File: src/rtl/if_fetch.sv
// Purpose : instruction fetch over an 8-bit memory port; four byte reads assemble one
//           little-endian 32-bit instruction, which is presented to ID.
// Latency : B0 entry to inst_valid_o is 5 cycles; one instruction per 6 cycles unstalled.
// Backpr. : stall_i holds the presented instruction in HOLD; it is ignored while fetching.
// Ports   : clk/rst (sync, active-low); stall_i, branch_flag_i/branch_addr_i from ID;
//           mem_a_o/mem_rd_o/mem_din_i byte memory port (data returns one cycle after the address);
//           pc_o/inst_o/inst_valid_o instruction presented to ID.
module if_fetch (
  input  logic        clk,
  input  logic        rst,
  input  logic        stall_i,
  input  logic        branch_flag_i,
  input  logic [31:0] branch_addr_i,
  input  logic [7:0]  mem_din_i,
  output logic [31:0] mem_a_o,
  output logic        mem_rd_o,
  output logic [31:0] pc_o,
  output logic [31:0] inst_o,
  output logic        inst_valid_o
);

  typedef enum logic [2:0] {
    S_B0   = 3'd0,
    S_B1   = 3'd1,
    S_B2   = 3'd2,
    S_B3   = 3'd3,
    S_WAIT = 3'd4,
    S_HOLD = 3'd5
  } state_t;

  state_t      state_q, state_d;
  logic [31:0] fetch_pc_q, fetch_pc_d;
  logic [31:0] inst_q, inst_d;
  logic [31:0] addr_off;
  logic        reading;

  // Redirect targets are word-aligned; the low two address bits are dropped.
  logic unused_branch_lsbs;
  assign unused_branch_lsbs = ^branch_addr_i[1:0];

  always_comb begin
    state_d    = state_q;
    fetch_pc_d = fetch_pc_q;
    inst_d     = inst_q;
    if (branch_flag_i) begin
      // A redirect beats both stall and acceptance; partial bytes are simply refetched.
      state_d    = S_B0;
      fetch_pc_d = {branch_addr_i[31:2], 2'b00};
    end else begin
      // Each capture stores the byte addressed in the previous state.
      case (state_q)
        S_B0:   state_d = S_B1;
        S_B1: begin
          inst_d[7:0] = mem_din_i;
          state_d     = S_B2;
        end
        S_B2: begin
          inst_d[15:8] = mem_din_i;
          state_d      = S_B3;
        end
        S_B3: begin
          inst_d[23:16] = mem_din_i;
          state_d       = S_WAIT;
        end
        S_WAIT: begin
          inst_d[31:24] = mem_din_i;
          state_d       = S_HOLD;
        end
        S_HOLD: begin
          if (!stall_i) begin
            fetch_pc_d = fetch_pc_q + 32'd4;
            state_d    = S_B0;
          end
        end
        default: state_d = S_B0;
      endcase
    end
  end

  always_ff @(posedge clk) begin
    if (!rst) begin
      state_q    <= S_B0;
      fetch_pc_q <= 32'h0;
      inst_q     <= 32'h0;
    end else begin
      state_q    <= state_d;
      fetch_pc_q <= fetch_pc_d;
      inst_q     <= inst_d;
    end
  end

  always_comb begin
    addr_off = 32'd0;
    case (state_q)
      S_B1:    addr_off = 32'd1;
      S_B2:    addr_off = 32'd2;
      S_B3:    addr_off = 32'd3;
      default: addr_off = 32'd0;
    endcase
  end

  assign reading = (state_q == S_B0) || (state_q == S_B1) ||
                   (state_q == S_B2) || (state_q == S_B3);

  // Every output is forced to zero while reset is held, whatever state the regs carry.
  assign mem_rd_o     = rst && reading;
  assign mem_a_o      = rst ? (fetch_pc_q + addr_off) : 32'h0;
  assign pc_o         = rst ? fetch_pc_q : 32'h0;
  assign inst_o       = rst ? inst_q : 32'h0;
  assign inst_valid_o = rst && (state_q == S_HOLD) && !branch_flag_i;

endmodule
File: config.mk
export PLATFORM = sky130hd
export DESIGN_NAME = if_fetch
export DESIGN_NICKNAME = d
export VERILOG_FILES = /design/src/rtl/if_fetch.sv
export SDC_FILE = /design/constraint.sdc
export NUM_CORES = 1
export LEC_CHECK = 0
export BUFFER_PORTS_ARGS = -buffer_cell sky130_fd_sc_hd__buf_2
export CORE_UTILIZATION = 35
export DETAILED_ROUTE_END_ITERATION = 6
export PLACE_DENSITY = 0.57
export SYNTH_ARGS = -nofsm -noshare
export SYNTH_HDL_FRONTEND = slang
export SYNTH_SLANG_ARGS = --single-unit
File: constraint.sdc
create_clock -name clk -period 5.1 [get_ports clk]
set_input_delay 0.765 -clock clk [delete_from_list [all_inputs] [get_ports clk]]
set_output_delay 0.765 -clock clk [all_outputs]
set_load 0.02 [all_outputs]
# Yosys cells after proc, flatten, opt, wreduce, memory -nomap -nowiden
# Index checks and enable logic that the tools add are counted.
# totals
input_bits,44
regBits,67
out_inout_bits,98
# classes
n_addsub,2
bitwise,3
n_eq_ne,7
reduce_logical,16
mux,9
# op_table
op,count
two-way mux 32 bit,6
"adder 32 x 3 -> 32 bit, second input constant",1
adder 32 bit,1
one-hot mux 3 bit (6 select lines),1
AND reduction 2 bit,6
"equality test 3 x 2 -> 1 bit, second input constant",2
"equality test 3 bit, second input constant",2
one-hot mux 2 bit (3 select lines),1
"equality test 3 x 1 -> 1 bit, second input constant",1
logical AND 1 bit,3
logical NOT 3 bit,1
logical OR 1 bit,3
two-way mux 3 bit,1
inverter 1 bit,3
"!= test 2 x 1 -> 1 bit, second input constant",1
"!= test 2 bit, second input constant",1
nonzero test 2 bit,1
OR reduction 2 bit,1
logical NOT 1 bit,1

# Logic depth before layout (Yosys ltp)
# Gate-level depths: netlist (run 1).
# depth
word_depth,5
mapped_depth,7
depth_no_buf,5

# Worst setup path after synthesis (run 1)
# Ideal clock, no wire load.
# synth_timing
path_kind,input to output
from,input rst
to,output pc_o[13]
arrival_ns,1.672
path_buffers,3
t_required_ns,4.335
path_slack_ns,2.663
path_stages,4
cell_sequence,clkbuf_1 clkbuf_1 and2_1 buf_4
# synth_via
elab_chain_len,1
# synth_rtl
item,line_no,text
"start, declared",10,"input logic rst,"
two-way mux 32 bit,108,assign pc_o = rst ? fetch_pc_q : 32'h0;
"end, declared",17,"output logic [31:0] pc_o,"
# Every way passes these cells.

# Final worst setup path (run 1)
# layout_timing
from,input rst
to,output inst_valid_o
# layout_via
elab_chain_len,2
# layout_rtl
item,line_no,text
logical AND 1 bit (2 in a row),110,assign inst_valid_o = rst && (state_q == S_HOLD) && !branch_flag_i;
"end, declared",19,output logic inst_valid_o
# Every way passes these cells.

==> impl_metrics.py, run 1 <==
metrics = {
    "worst_setup_path": {
        "critical-path-top-delay-family": "buffers and inverters",
        "worstSetupStartpointType": "primary input",
        "cp_slowest_cell": "buf_4",
        "path_class": "primary input to output pin",
        "cp_common_cell": "buf_2",
        "critPathBufInv": 3,
        "crit_path_cell_trace": "buf_2, buf_4, nand2_1, nor2_1, buf_2",
        "slowest_delay_ns": 0.44,
        "cp.depth": 5,
        "worstPathArrival_ns": 2.17,
        "r2r_cells": 4,
        "worst_ep_required_time_ns": 4.34,
        "crit_path_max_fanout": 54,
        "critPathCaptureType": "output pin",
    },
    "clock_tree": {
        "cts_num_sinks": 65,
        "h-tree-depth": 3,
        "postCtsHoldBufs": 0,
        "cts_buffer_depth": 2,
        "root_buffer": "clkbuf_8",
        "numCtsBuffers": 9,
        "clock_latency_ns": 0.35,
        "clkTransAtPathRegs_ns": 0.08,
        "post_cts_resized": 0,
        "tritoncts": "done",
        "post_cts_buffers": 0,
    },
    "yosys": {
        "synth_enable_flop_cells": 0,
        "synthArstFlopShare": 0,
        "yosys.area.top_type": "dfxtp_1",
        "synth_area_per_cell_um2": 7.72,
        "synth_cells": 484,
        "yosysUniqueCellTypes": 47,
        "synth_flop_cell": "dfxtp_1",
        "synth_top_area_frac": 0.348,
        "yosysSeqAreaShare": 0.348,
        "synth_warnings": 0,
        "syn_area_mm2": 0.00374,
        "synth_area_leaders": "dfxtp_1 35%, and2_1 11%, nand2_1 8.0%, buf_4 6.8%, a21oi_1 5.6%",
        "ys_seq_elements": 65,
    },
    "route": {
        "drtAntennaViolNets": 0,
        "drt_iter0_drc": 174,
        "first_pass_iters": 4,
        "wl_per_cell_um": 13.9,
        "via_count": 3601,
        "vias_per_cell": 5.04,
        "wl_mm": 9.95,
        "drc": 0,
    },
    "sta": {
        "fin_crit_sh": 0.576,
        "maxSlewViolCount": 0,
        "skew_ns": 0.0140,
        "worst_pin_slew_ns": 1.01,
        "setup_viol": 0,
        "hold_viol_final": 0,
        "rsz0062_at_grt": "no",
        "setup_slack_ns": 2.16,
        "fmax_mhz": 340,
        "slew_headroom": 0.322,
        "post-route-min-period_ns": 2.94,
        "timing.setup.tns_ns": 0,
    },
    "floorplan": {
        "start_util": 0.362,
        "fp.dieArea_mm2": 0.0111,
        "design.core.area_mm2": 0.0103,
        "rows": 37,
        "io-pin-count": 142,
        "die_w_um": 105,
        "dieHeight_um": 105,
    },
    "pwr": {
        "ir_worst_vdd_v": 0.000139,
        "power.net_switching_mw": 0.341,
        "p_clk_frac": 0.421,
        "switching_share": 0.280,
        "pwr-share-seq": 0.454,
        "p_leak_nw": 1.92,
        "power.internal_mw": 0.876,
        "comb_power_share": 0.125,
        "p_per_area_mw_per_mm2": 274,
    },
    "final_layout": {
        "nets": 618,
        "antenna_cells": 0,
        "syn_to_final_growth_pct": 18.9,
        "drive_gt1_frac": 0.284,
        "final_util": 0.430,
        "design_area_mm2": 0.00444,
    },
    "global_route": {
        "grt_max_degree": 58,
        "grt_pass1_wl_mm": 16.4,
        "antenna_found_initial": 0,
        "grt.overflow.total": 0,
        "grt_usage": 0.184,
        "grt_pass1_vias": 3287,
    },
    "job": {
        "maxCapViolCount": 0,
    },
    "placed_design": {
        "placed_cell_area_mm2": 0.00422,
        "gp_congestion": 0.765,
        "dp_worst_setup_slack_ns": 2.14,
        "port_buffers": 137,
        "detailed_place_hpwl_mm": 7.03,
    },
    "worst_hold_path": {
        "hold-path-cell-count": 2,
        "min_path_type": "register to register",
    },
    "status": {
        "status": "complete, no violations",
    },
}
layout make-up:
class,instances,area (um^2)
inverter,6,22.5
timing repair buffer,140,708
clock buffer,11,141
fill,1099,5880
tap,136,170
multi-input combinational,351,2020
clock inverter,5,85.1
sequential,65,1300
per-stage QoR:
step	total power [mW]	hold WS, ns	instances
after CTS	1.23	0.455	714
after global placement	0.715	0.439	698
after global routing	1.27	0.478	714
final	1.22	0.452	714
after floorplan	0.671	0.432	485
after detailed placement	0.717	0.444	698
cell usage after synthesis, types with 6 or more instances:
library cell  count
and2_1           64
or3_1             7
buf_4            34
a21oi_1          42
nand2_1          80
nand3_1          11
and4_1            7
nor3_1            8
clkbuf_1         24
nand4_1           7
o21ai_0          28
dfxtp_1          65
nor2_1           13
inv_1             6
nor4_1            6
a31oi_1          14
or4_1            11
o31ai_1          10
path summary, 6_finish.rpt:
path	slack [ns]	startpoint	to
min	0.45	inst_q[21]	inst_q[21]
min reg2reg	0.45	inst_q[21]	inst_q[21]
max	2.16	rst	inst_valid_o
max reg2reg	2.94	state_q[0]	fetch_pc_q[30]
state kept, by name, indices dropped and copies added, names as in the netlist:
| signal | count |
|---|---|
| inst_q | 32 |
| fetch_pc_q | 30 |
| state_q | 3 |
worst register-to-register path: cells and delay by family, from the launching register on:
kind | cells | cell delay, ns
and+or+nand+nor | 2 | 1.07
DFF | 1 | 0.54
AOI/OAI and AO/OA | 2 | 0.43
cells in the final DEF, fill, tap and decap left out, types with 2 or more instances in the layout:
cell type  synthesis  layout
o21ai_0           28      28
nor2_1            13      13
nand2_1           80      80
xor2_1             5       5
nand3_1           11      11
xnor2_1            5       5
nand4_1            7       7
buf_4             34       3
a31oi_1           14      14
nor2b_1            2       2
nor4_1             6       6
nand4_4            2       2
o31ai_1           10      10
a21oi_1           42      42
dfxtp_1           65      65
or4_1             11      11
conb_1             1       2
or3_1              7       7
and2_1            64      64
and3_1             2       2
buf_2              0     137
a211oi_1           3       3
clkbuf_8           0      10
inv_1              6       6
and4_1             7       7
inv_6              0       2
nor3_1             8       8
bufinv_16          0       2
a311oi_1           2       2
metal layers:
layer / GRT usage / wire (um)
met1: 0.249 / 4880
met2: 0.290 / 4480
met3: 0.0408 / 496
met4: 0.0553 / 99
met5: 0 / 0
power groups by stage:
stage / registers, mW / logic, mW / clock network (mW)
finish: 0.552 / 0.153 / 0.512
global route: 0.556 / 0.168 / 0.543
detailed placement: 0.563 / 0.154 / 0
CTS: 0.552 / 0.154 / 0.523
global placement: 0.563 / 0.152 / 0
floorplan: 0.554 / 0.116 / 0
kinds of logic after synthesis:
| kind of cell | Yosys count | synth area share |
|---|---|---|
| AO/OA/AOI/OAI | 107 | 0.166 |
| other | 1 | 0.00100 |
| XOR/XNOR | 10 | 0.0234 |
| buffers and inverters | 69 | 0.113 |
| multiplexers | 1 | 0.00268 |
| adder cells (fa/ha/maj) | 1 | 0.00335 |
| flip-flops | 65 | 0.348 |
| AND/OR/NAND/NOR | 230 | 0.342 |
No activity file was read; power rests on OpenSTA's default activity.
==> inputs of run 2 (changes only) <==
==> constraint.sdc (replaced) <==
create_clock -name clk -period 2.89 [get_ports clk]
set_input_delay 0.4335 -clock clk [delete_from_list [all_inputs] [get_ports clk]]
set_output_delay 0.4335 -clock clk [all_outputs]
set_load 0.02 [all_outputs]
==> run 2 against run 1 <==
Effect of this change:
- flip-flop and latch count is the same
- sequential share of layout area grew 0.27 points
- hold slack lost 0.12 ns
- combinational power grew 78%
- final cell count grew 0.28%
- first-iteration DRC count shrank 2.9%
- critical path type is now register to register
- largest cell class unchanged
- highest routed layer unchanged
==> impl_metrics.py, run 2 (same netlist as run 1, synthesis figures left out) <==
metrics = {
    "global_route": {
        "antenna_found_initial": 0,
        "grt.overflow.total": 0,
        "grt_usage": 0.182,
        "grt_pass1_wl_mm": 16.1,
        "grt_max_degree": 40,
        "grt_pass1_vias": 3250,
    },
    "final_layout": {
        "multi_input_area_mm2": 0.00202,
        "largest_reg_flops": 32,
        "design_area_mm2": 0.00440,
        "mostFrequentLayoutCells": "137 x buf_2, 80 x nand2_1, 65 x dfxtp_1",
        "top_register": "inst_q",
        "nFillCells": 1099,
        "layout_commonest_cell": "buf_2",
        "antenna_cells": 0,
        "top_regs": "inst_q: 32 flops, fetch_pc_q: 30 flops, state_q: 3 flops",
        "nets": 621,
        "drive_gt1_frac": 0.284,
        "seq_area_mm2": 0.00130,
        "syn_to_final_growth_pct": 17.8,
    },
    "sta": {
        "skew_ns": 0.0122,
        "timing.setup.tns_ns": 0,
        "maxSlewViolCount": 0,
        "post-route-min-period_ns": 2.14,
        "worst_pin_slew_ns": 0.806,
        "fmax_mhz": 467,
        "rsz0062_at_grt": "no",
        "fin_crit_sh": 0.740,
        "setup_viol": 0,
        "hold_viol_final": 0,
        "slew_headroom": 0.458,
    },
    "clock_tree": {
        "clock_latency_ns": 0.34,
        "root_buffer": "clkbuf_8",
        "tritoncts": "done",
        "postCtsHoldBufs": 0,
        "clkTransAtPathRegs_ns": 0.07,
        "h-tree-depth": 3,
        "cts_num_sinks": 65,
        "numCtsBuffers": 9,
        "cts_buffer_depth": 2,
        "post_cts_resized": 0,
        "post_cts_buffers": 0,
    },
    "status": {
        "status": "complete, no violations",
    },
    "pwr": {
        "p_leak_nw": 1.90,
        "total_power_mw": 1.93,
        "pwr-share-seq": 0.504,
        "comb_power_share": 0.141,
        "p_per_area_mw_per_mm2": 439,
        "ir_worst_vdd_v": 0.000180,
        "power.internal_mw": 1.36,
        "power.net_switching_mw": 0.575,
        "switching_share": 0.297,
        "p_clk_frac": 0.355,
    },
    "worst_hold_path": {
        "hold-path-cell-count": 3,
        "min_path_type": "primary input to register",
    },
    "floorplan": {
        "fp.dieArea_mm2": 0.0111,
        "io-pin-count": 142,
        "start_util": 0.362,
        "dieHeight_um": 105,
        "die_w_um": 105,
        "design.core.area_mm2": 0.0103,
        "rows": 37,
    },
    "worst_setup_path": {
        "r2r_setup_slack_ns": 0.75,
        "r2r-start": "state_q[2]",
        "critPathCapture": "fetch_pc_q[30]",
        "r2r_cells": 4,
        "critPathCaptureType": "register",
        "worstSetupStartpointType": "register",
        "worstPathArrival_ns": 2.36,
        "worst_ep_required_time_ns": 3.11,
        "crit_path_max_fanout": 11,
        "r2r_end": "fetch_pc_q[30]",
        "startpoint": "state_q[2]",
        "path_class": "register to register",
    },
    "placed_design": {
        "gp_congestion": 0.784,
        "placed_cell_area_mm2": 0.00424,
        "port_buffers": 137,
        "detailed_place_hpwl_mm": 7.31,
    },
    "route": {
        "drtAntennaViolNets": 0,
        "drt_iter0_drc": 169,
        "first_pass_iters": 4,
        "via_count": 3693,
        "wl_per_cell_um": 14.2,
        "drc": 0,
        "wl_mm": 10.2,
        "vias_per_cell": 5.16,
    },
    "job": {
        "maxCapViolCount": 0,
    },
}
[run 2: cell types whose count changed in the layout (fill, tap and decap cells not counted), sizes merged]
cell    before  now
clkbuf      11   12
bufinv       2    0
buf        140  143
inv          8    6
clkinv       0    2
[run 2: how the worst min path moves through the flow]
stage                                start            end
after global placement          inst_q[27]     inst_q[27]
after floorplan                  inst_q[0]      inst_q[0]
final                     branch_addr_i[2]  fetch_pc_q[2]
after detailed placement        inst_q[24]     inst_q[24]
after global routing      branch_addr_i[2]  fetch_pc_q[2]
after CTS                 branch_addr_i[2]  fetch_pc_q[2]
[run 2: metal layers]
layer,global-route usage,wire (um)
met1,0.250,4840
met2,0.286,4620
met4,0.0664,107
met3,0.0315,620
met5,0,0
[run 2: power groups by stage]
stage          clock [mW]  combinational, mW  sequential (mW)
4_1_cts             0.702              0.275            0.974
5_1_grt             0.745              0.299            0.981
3_3_place_gp            0              0.272            0.993
3_5_place_dp            0              0.274            0.994
2_1_floorplan           0              0.205            0.978
6_report            0.687              0.273            0.975
[run 2: critical path, stage by stage (launching register included)]
cell and delay [ns]:
dfxtp_1 0.54, nand4bb_1 0.40, nor4_1 0.63, a211oi_1 0.18
a221o_1 0.28
[run 2: area by class of cell]
type                            count  share of cell area
Sequential cell                    65               0.296
Timing Repair Buffer              143               0.166
Multi-Input combinational cell    351               0.458
Clock inverter                      3             0.00398
Inverter                            6             0.00512
Clock buffer                       12              0.0330
Tap cell                          136              0.0386
[run 2: stage by stage]
step                hold slack [ns]  cells  utilization  setup WS (ns)
global route                  0.330    716        0.426          0.564
floorplan                     0.432    485            -           1.12
CTS                           0.316    716        0.426          0.722
finish                        0.332    716        0.426          0.750
detailed placement            0.442    701        0.411          0.656
global placement              0.439    701        0.411          0.685
==> inputs of run 3 (changes only) <==
==> constraint.sdc (replaced) <==
create_clock -name clk -period 2.1 [get_ports clk]
set_input_delay 0.315 -clock clk [delete_from_list [all_inputs] [get_ports clk]]
set_output_delay 0.315 -clock clk [all_outputs]
set_load 0.02 [all_outputs]
==> run 3 against run 2 <==
Effect of this change:
- worst setup slack got worse by 0.60 ns
- critical path depth is the same
- sequential power increased by 36%
- count of clock-buffer cells in the layout decreased by 3
- combinational power rose by 47%
- die area is the same
- flip-flop and latch count is the same
- wire length increased by 0.11%
- final cell count increased by 2.2%
- sequential share of layout area is 1.3 points lower
- critical path type unchanged
- critical endpoint is now fetch_pc_q[17]
==> impl_metrics.py, run 3 (same netlist as run 1, synthesis figures left out) <==
metrics = {
    "final_layout": {
        "layout_commonest_cell": "buf_2",
        "final_util": 0.446,
        "mostFrequentLayoutCells": "137 x buf_2, 80 x nand2_1, 65 x dfxtp_1",
        "design_area_mm2": 0.00460,
        "top_regs": "inst_q: 32 flops, fetch_pc_q: 30 flops, state_q: 3 flops",
        "largest_reg_flops": 32,
        "nFillCells": 1048,
        "layout.cells.non_filler": 732,
        "antenna_cells": 0,
        "syn_to_final_growth_pct": 23.1,
        "drive_gt1_frac": 0.307,
        "nets": 636,
        "top_register": "inst_q",
    },
    "global_route": {
        "grt_use_met3": 0.0414,
        "grt_pass1_vias": 3331,
        "grt_max_degree": 41,
        "grt_use_met1": 0.256,
        "grt_pass1_wl_mm": 16.6,
        "grtUsageMet2": 0.289,
        "grt.overflow.total": 0,
        "antenna_found_initial": 0,
        "grt_busiest_layer": "met2",
        "grt_usage": 0.187,
    },
    "placed_design": {
        "placed_cell_area_mm2": 0.00435,
        "detailed_place_hpwl_mm": 7.48,
        "dp_cells": 716,
        "gp_congestion": 0.805,
        "port_buffers": 137,
    },
    "floorplan": {
        "fp.dieArea_mm2": 0.0111,
        "start_util": 0.362,
        "die_w_um": 105,
        "rows": 37,
        "design.core.area_mm2": 0.0103,
        "io-pin-count": 142,
        "dieHeight_um": 105,
    },
    "worst_setup_path": {
        "crit_path_max_fanout": 12,
        "worstPathArrival_ns": 2.21,
        "slowest_delay_ns": 0.42,
        "worst_ep_required_time_ns": 2.36,
        "startpoint": "fetch_pc_q[6]",
        "critPathCapture": "fetch_pc_q[17]",
        "r2r-start": "fetch_pc_q[6]",
        "r2r_cells": 4,
        "worstSetupStartpointType": "register",
        "path_class": "register to register",
        "critPathCaptureType": "register",
        "crit_path_cell_trace": "and4_1, nand4_2, or3_1, a311oi_1",
        "r2r_setup_slack_ns": 0.15,
        "cp_slowest_cell": "and4_1",
        "r2r_end": "fetch_pc_q[17]",
    },
    "route": {
        "drtAntennaViolNets": 0,
        "drt_iter0_drc": 201,
        "wl_per_cell_um": 13.9,
        "vias_per_cell": 5.02,
        "via_count": 3676,
        "wl_mm": 10.2,
        "drc": 0,
        "first_pass_iters": 4,
    },
    "sta": {
        "hold_viol_final": 0,
        "holdWs_ns": 0.190,
        "maxSlewViolCount": 0,
        "fin_crit_sh": 0.929,
        "worst_pin_slew_ns": 0.678,
        "rsz0062_at_grt": "no",
        "fmax_mhz": 512,
        "post-route-min-period_ns": 1.95,
        "slew_headroom": 0.547,
        "skew_ns": 0.0109,
        "setup_viol": 0,
        "timing.setup.tns_ns": 0,
    },
    "clock_tree": {
        "tritoncts": "done",
        "clkTransAtPathRegs_ns": 0.07,
        "numCtsBuffers": 9,
        "h-tree-depth": 3,
        "cts_buffer_depth": 2,
        "postCtsHoldBufs": 0,
        "clock_latency_ns": 0.36,
        "cts_num_sinks": 65,
        "root_buffer": "clkbuf_8",
        "post_cts_buffers": 0,
        "post_cts_resized": 0,
    },
    "pwr": {
        "p_per_area_mw_per_mm2": 672,
        "ir_worst_vdd_v": 0.000359,
        "p_leak_nw": 2.02,
    },
    "status": {
        "status": "complete, no violations",
    },
    "worst_hold_path": {
        "min_path_type": "primary input to register",
    },
    "job": {
        "maxCapViolCount": 0,
    },
}
run 3: cell count changes in the layout (fill, tap and decap cells not counted), sizes merged:
cell and change:
inv +2, bufinv +3, buf +15, clkbuf -3, clkinvlp -1
run 3: final cells by class:
class	instances	area [um^2]	area share
clock buffers	9	124	0.0269
clock inverters	7	125	0.0272
inverters	6	22.5	0.00489
multi-input cells	351	2020	0.438
flip-flops and latches	65	1300	0.283
well taps	136	170	0.0370
repair buffers	158	843	0.183
run 3: worst max-delay path: cells and delay by family, from the launching register on:
family / cells / cell delay (ns)
and+or+nand+nor: 3 / 1.17
AOI/OAI and AO/OA: 1 / 0.27
DFF: 1 / 0.41
run 3: worst min path at each step:
stage,startpoint,endpoint,slack (ns),cells after the start
after floorplan,inst_q[0],inst_q[0],0.43,2
after global placement,inst_q[28],inst_q[28],0.44,2
after detailed placement,inst_q[3],inst_q[3],0.44,2
after CTS,branch_addr_i[2],fetch_pc_q[2],0.19,3
after global routing,mem_din_i[0],inst_q[0],0.21,3
final,branch_addr_i[2],fetch_pc_q[2],0.19,3
run 3: stage by stage:
step                setup slack, ns  power, mW
CTS                           0.190       3.11
floorplan                     0.456       1.63
detailed placement            0.202       1.76
global route                0.00792       3.22
finish                        0.148       3.09
global placement              0.261       1.76
run 3: report_power, final:
part,internal [mW],switching [mW],leakage [nW]
registers,1.28,0.0502,0.532
clock network,0.801,0.560,0.124
logic,0.152,0.250,1.36
run 3: routing by layer:
metal / vias up / wire length [um] / part of all wire
li1: 1860 / - / -
met4: 0 / 87 / 0.0085
met2: 114 / 4620 / 0.45
met3: 10 / 519 / 0.051
met5: - / 0 / 0
met1: 1692 / 4970 / 0.49
